===== src/rtl/serial_subtractor.sv =====
// Digit-serial subtractor: computes a - b - borrow_in over WIDTH/DIGIT cycles, LSB digit first,
// behind a start/busy/done handshake with borrow, signed-overflow and zero flags.
module serial_subtractor #(
    parameter int WIDTH = 16,
    parameter int DIGIT = 4
) (
    input  logic             clk,
    input  logic             rst,
    input  logic             i_start,
    input  logic [WIDTH-1:0] i_a,
    input  logic [WIDTH-1:0] i_b,
    input  logic             i_borrow_in,
    output logic             o_busy,
    output logic             o_done,
    output logic [WIDTH-1:0] o_diff,
    output logic             o_borrow_out,
    output logic             o_overflow,
    output logic             o_zero
);
    localparam int DIG_SAFE = (DIGIT >= 1) ? DIGIT : 1;
    localparam int N        = WIDTH / DIG_SAFE;
    localparam int CW       = (N > 1) ? $clog2(N) : 1;
    localparam logic [CW-1:0] LAST = CW'(N - 1);

    generate
        if (DIGIT < 1 || (WIDTH % DIG_SAFE) != 0 || WIDTH < 1) begin : g_bad_param
            $error("serial_subtractor: DIGIT must be >= 1 and divide WIDTH exactly");
        end
    endgenerate

    typedef enum logic [1:0] {S_IDLE, S_RUN, S_DONE} state_t;

    state_t          r_state;
    state_t          w_state_next;
    logic            w_accept;
    logic            w_busy;
    logic            w_done;

    logic [WIDTH-1:0] r_a;
    logic [WIDTH-1:0] r_b;
    logic             r_a_msb;
    logic             r_b_msb;
    logic             r_borrow;
    logic [CW-1:0]    r_cnt;
    logic [WIDTH-1:0] r_diff;
    logic             r_borrow_out;
    logic             r_overflow;
    logic             r_zero;

    logic [DIGIT-1:0] w_d;
    logic [DIGIT:0]   w_bc;
    logic [WIDTH-1:0] w_a_next;
    logic [WIDTH-1:0] w_b_next;

    always_ff @(posedge clk or posedge rst) begin
        if (rst) begin
            r_state <= S_IDLE;
        end else begin
            r_state <= w_state_next;
        end
    end

    always_comb begin
        w_state_next = r_state;
        w_accept     = 1'b0;
        w_busy       = 1'b0;
        w_done       = 1'b0;
        case (r_state)
            S_IDLE: begin
                if (i_start) begin
                    w_accept     = 1'b1;
                    w_state_next = S_RUN;
                end
            end
            S_RUN: begin
                w_busy = 1'b1;
                if (r_cnt == LAST) begin
                    w_state_next = S_DONE;
                end
            end
            S_DONE: begin
                w_done = 1'b1;
                if (i_start) begin
                    w_accept     = 1'b1;
                    w_state_next = S_RUN;
                end else begin
                    w_state_next = S_IDLE;
                end
            end
            default: w_state_next = S_IDLE;
        endcase
    end

    // One digit of full subtractors, each made of two half subtractors.
    assign w_bc[0] = r_borrow;
    generate
        for (genvar gi = 0; gi < DIGIT; gi++) begin : g_fs
            logic w_hd;
            logic w_hb1;
            logic w_hb2;
            assign w_hd         = r_a[gi] ^ r_b[gi];
            assign w_hb1        = ~r_a[gi] & r_b[gi];
            assign w_d[gi]      = w_hd ^ w_bc[gi];
            assign w_hb2        = ~w_hd & w_bc[gi];
            assign w_bc[gi + 1] = w_hb1 | w_hb2;
        end
    endgenerate

    // The minuend register doubles as the result accumulator: each step shifts the
    // consumed digit out at the bottom and the new difference digit in at the top.
    generate
        if (N == 1) begin : g_single
            assign w_a_next = w_d;
            assign w_b_next = r_b;
        end else begin : g_multi
            assign w_a_next = {w_d, r_a[WIDTH-1:DIGIT]};
            assign w_b_next = {{DIGIT{1'b0}}, r_b[WIDTH-1:DIGIT]};
        end
    endgenerate

    always_ff @(posedge clk or posedge rst) begin
        if (rst) begin
            r_a          <= '0;
            r_b          <= '0;
            r_a_msb      <= 1'b0;
            r_b_msb      <= 1'b0;
            r_borrow     <= 1'b0;
            r_cnt        <= '0;
            r_diff       <= '0;
            r_borrow_out <= 1'b0;
            r_overflow   <= 1'b0;
            r_zero       <= 1'b0;
        end else if (w_accept) begin
            r_a      <= i_a;
            r_b      <= i_b;
            r_a_msb  <= i_a[WIDTH-1];
            r_b_msb  <= i_b[WIDTH-1];
            r_borrow <= i_borrow_in;
            r_cnt    <= '0;
        end else if (r_state == S_RUN) begin
            r_a      <= w_a_next;
            r_b      <= w_b_next;
            r_borrow <= w_bc[DIGIT];
            r_cnt    <= r_cnt + 1'b1;
            if (r_cnt == LAST) begin
                r_diff       <= w_a_next;
                r_borrow_out <= w_bc[DIGIT];
                r_overflow   <= (r_a_msb ^ r_b_msb) & (w_a_next[WIDTH-1] ^ r_a_msb);
                r_zero       <= (w_a_next == '0);
            end
        end
    end

    assign o_busy       = w_busy;
    assign o_done       = w_done;
    assign o_diff       = r_diff;
    assign o_borrow_out = r_borrow_out;
    assign o_overflow   = r_overflow;
    assign o_zero       = r_zero;

endmodule


===== config.mk =====
export PLATFORM = sky130hd
export DESIGN_NAME = serial_subtractor
export DESIGN_NICKNAME = d
export VERILOG_FILES = /design/src/rtl/serial_subtractor.sv
export SDC_FILE = /design/constraint.sdc
export NUM_CORES = 1
export LEC_CHECK = 0
export ABC_AREA = 1
export BUFFER_PORTS_ARGS = -buffer_cell sky130_fd_sc_hd__buf_2
export CAP_MARGIN = 25
export CELL_PAD_IN_SITES_DETAIL_PLACEMENT = 0
export CELL_PAD_IN_SITES_GLOBAL_PLACEMENT = 1
export CORE_ASPECT_RATIO = 1.2
export CORE_MARGIN = 2
export CORE_UTILIZATION = 44
export DETAILED_ROUTE_END_ITERATION = 7
export GPL_TIMING_DRIVEN = 0
export PLACE_DENSITY_LB_ADDON = 0.08
export SLEW_MARGIN = 10
export SYNTH_ARGS = -nofsm -noshare
export SYNTH_HDL_FRONTEND = slang
export SYNTH_SLANG_ARGS = --single-unit

===== constraint.sdc =====
create_clock -name clk -period 5.44 [get_ports clk]
set_clock_uncertainty 0.05 [all_clocks]
set_input_delay 1.088 -clock clk [delete_from_list [all_inputs] [get_ports clk]]
set_output_delay 1.088 -clock clk [all_outputs]
set_load 0.01 [all_outputs]

==> flow_summary.toml <==
[status]
status = "complete, no violations"

[drt]
routed_wl_um = 5904
wl_per_cell_um = 13.54
drc = 0
drt-met1-wl_um = 2612
vias_per_cell = 4.697
drt_first_pass_iters = 4
wl_met3_um = 246
routed.top_layer = "met4"
route.met2.wl_um = 2909
drtIter0Drc = 94
vias = 2048
ant_nets = 0

[synthesis]
synth_xor_area_share_pct = 0
synth_edf_count = 0
synth.yosys.seq_area_share_pct = 54.21
synth_top_family_by_area = "simple AND/OR/NAND/NOR gates"
yosysUniqueCellTypes = 22
synth_top_area_share_pct = 54.21
synth.area.mux_share_pct = 0
synth_compound_area_share_pct = 14.16
yosysTopAreaCell = "dfrtp_1"
synthesis.instances = 282
synthAdderAreaFrac_pct = 3.458
synthFlopType = "dfrtp_1"
yosysMostFrequentCell = "nand2_1"
synth_area_per_cell_um2 = 9.495
synth.area.top_cells = "dfrtp_1 (54%), nand2_1 (14%), o211ai_1 (5.9%), o21ai_2 (5.2%), inv_1 (4.6%)"
ys_top_cells_by_count = "nand2_1 (98), dfrtp_1 (58), inv_1 (33), o211ai_1 (21), o21ai_2 (16)"
synth_seq_cells = 58
synth_nets = 323
yosysWarnings = 0
yosys.area_share.simple_pct = 18.22
syn_area_um2 = 2678
synthArstFlopShare_pct = 100.0

[power_and_ir_drop]
combPwrFrac_pct = 48.3
p_leak_nw = 1.642
pwr-share-clk_pct = 16.0
peakVddDrop_mv = 0.3359
p_switching_w = 0.0008821
power.internal_w = 0.001225
seq_power_share_pct = 35.7
p_sw_share_pct = 41.85
p_per_area_nw_per_um2 = 653.1

[floorplan]
core_area_um2 = 5973
die-area_um2 = 6728
initial_core_util_pct = 44.83
ios = 57
die_y_um = 89.46
rows = 31
die_x_um = 75.21

[grt]
grt_pass1_wl_um = 9466
overflow = 0
antenna_found_initial = 0
grt_max_degree = 59
grt_use_total_pct = 19.50
grt_pass1_vias = 1897

[cts]
cts_setup_buffers = 0
clkTransAtPathRegs_ns = 0.07
cts_resized = 0
cts_buffers = 9
cts_hold_repair.buffers = 0
cts_root_buf = "clkbuf_8"
tritoncts = "built"
htreeDepth = 3
clk_path_buf_depth = 2
clock-sinks = 58
clk_latency_ns = 0.33

[timing]
slew_viol_final = 0
slew_headroom_pct = 52.55
finalSetupTns_ns = 0
worstMarginPinSlew_ns = 0.7117
min_period_ns = 2.574
setup_violations = 0
fmax_mhz = 388.5
grt_setup_unrepaired = "no"
setup_slack_ns = 2.866
hold_violations = 0
period_share_pct = 47.31

[worst_setup_path]
slowest_stage = "dfrtp_1"
cpMostUsedCell = "buf_6"
endpoint_kind = "output pin"
worst-endpoint-arrival_ns = 1.44
cp_slowest_stage_delay_ns = 0.36
worstPathRequired_ns = 4.30
critical_path_class = "reg2out"
critPathLaunchType = "register"
cp_cell_sequence = "inv_1 > nand2_2 > buf_6 > inv_2 > buf_6 > buf_2"
worstPathMaxFanout = 10
worst-path-buf-inv = 5
cp_top_family = "buffers and inverters"

[placement]
port_buffers = 56
place_ws_ns = 2.907
placedInstanceArea_um2 = 3063
dp_hpwl_um = 4239
place_congestion = 0.7688

[final_layout]
drive_gt1_share_pct = 30.23
area_delta_synth_final_pct = 20.51
design_area_um2 = 3227
nets = 390
diodes = 0
finish.utilization_pct = 54.02

[flow_run]
drv_cap = 0

[worst_hold_path]
hold_class = "reg2reg"
[registers in the layout, summed over array words and instances (netlist names)]
signal and flops:
o_overflow 1, r_b 16, r_b_msb 1, r_borrow 1, r_state 2, o_diff 16
o_borrow_out 1, r_cnt 2, o_zero 1, r_a_msb 1, r_a 16
[kinds of logic after synthesis]
logic type	Yosys count
buffers and inverters	48
AO/OA/AOI/OAI	50
flip-flops	58
AND/OR/NAND/NOR	121
adder cells (fa/ha/maj)	5
[metal layers]
layer	vias to the layer above	GRT usage, %
li1	1029	-
met1	955	25.18
met2	53	31.18
met3	11	3.608
met4	0	9.888
met5	-	0
[cell usage in the layout, fill, tap and decap left out, drive strengths merged]
master / synthesis / routed
nor2: 13 / 13
clkinv: 0 / 3
o211ai: 23 / 23
clkbuf: 2 / 15
ha: 1 / 1
inv: 36 / 36
buf: 10 / 66
nand2: 101 / 101
fa: 4 / 4
o22ai: 1 / 1
a21oi: 2 / 2
nand3: 7 / 7
o21ai: 24 / 24
dfrtp: 58 / 58
[per-stage QoR]
stage	cells	hold WS [ns]	total power, W
CTS	436	0.4300	0.002142
global route	436	0.4424	0.002297
finish	436	0.4254	0.002108
global placement	420	0.4024	0.001782
floorplan	282	0.3959	0.001496
detailed placement	420	0.4138	0.001796
[final timing paths]
path / from / to / slack (ns) / depth (start not counted)
min in group asynchronous: rst / r_b[12] / 0.83 / 2
max in group asynchronous: rst / r_cnt[0] / 4.03 / 2
min reg2reg: o_diff[4] / o_diff[4] / 0.43 / 2
max reg2reg: r_b[0] / o_zero / 2.94 / 12
min: o_diff[4] / o_diff[4] / 0.43 / 2
max: r_state[1] / o_busy / 2.87 / 6
[worst reg2reg max path, cell delays in order, from the launching register on]
cell and delay, ns:
dfrtp_1 0.36, inv_1 0.12, fa_1 0.18, inv_1 0.05
fa_1 0.37, fa_1 0.36, inv_1 0.08, fa_1 0.45
nor2_1 0.13, nand2_1 0.07, nor2_1 0.09, nand3_1 0.08
nand2_1 0.06
[power groups by stage]
stage | combinational (W) | clock, W | sequential [W]
3_3_place_gp | 0.00102 | 0 | 0.000759
4_1_cts | 0.00104 | 0.000345 | 0.000755
2_1_floorplan | 0.000726 | 0 | 0.000770
6_report | 0.00102 | 0.000337 | 0.000753
5_1_grt | 0.00115 | 0.000366 | 0.000778
3_5_place_dp | 0.00104 | 0 | 0.000761
[cell type report]
class,instances,area (um2)
clock inverter,3,15.01
sequential,58,1451
tap,82,102.6
clock buffer,13,148.9
fill,614,2746
inverter,36,140.1
multi-input combinational,176,959.7
buffer,12,128.9
timing repair buffer,56,280.3
(Power assumes the default switching activity.)
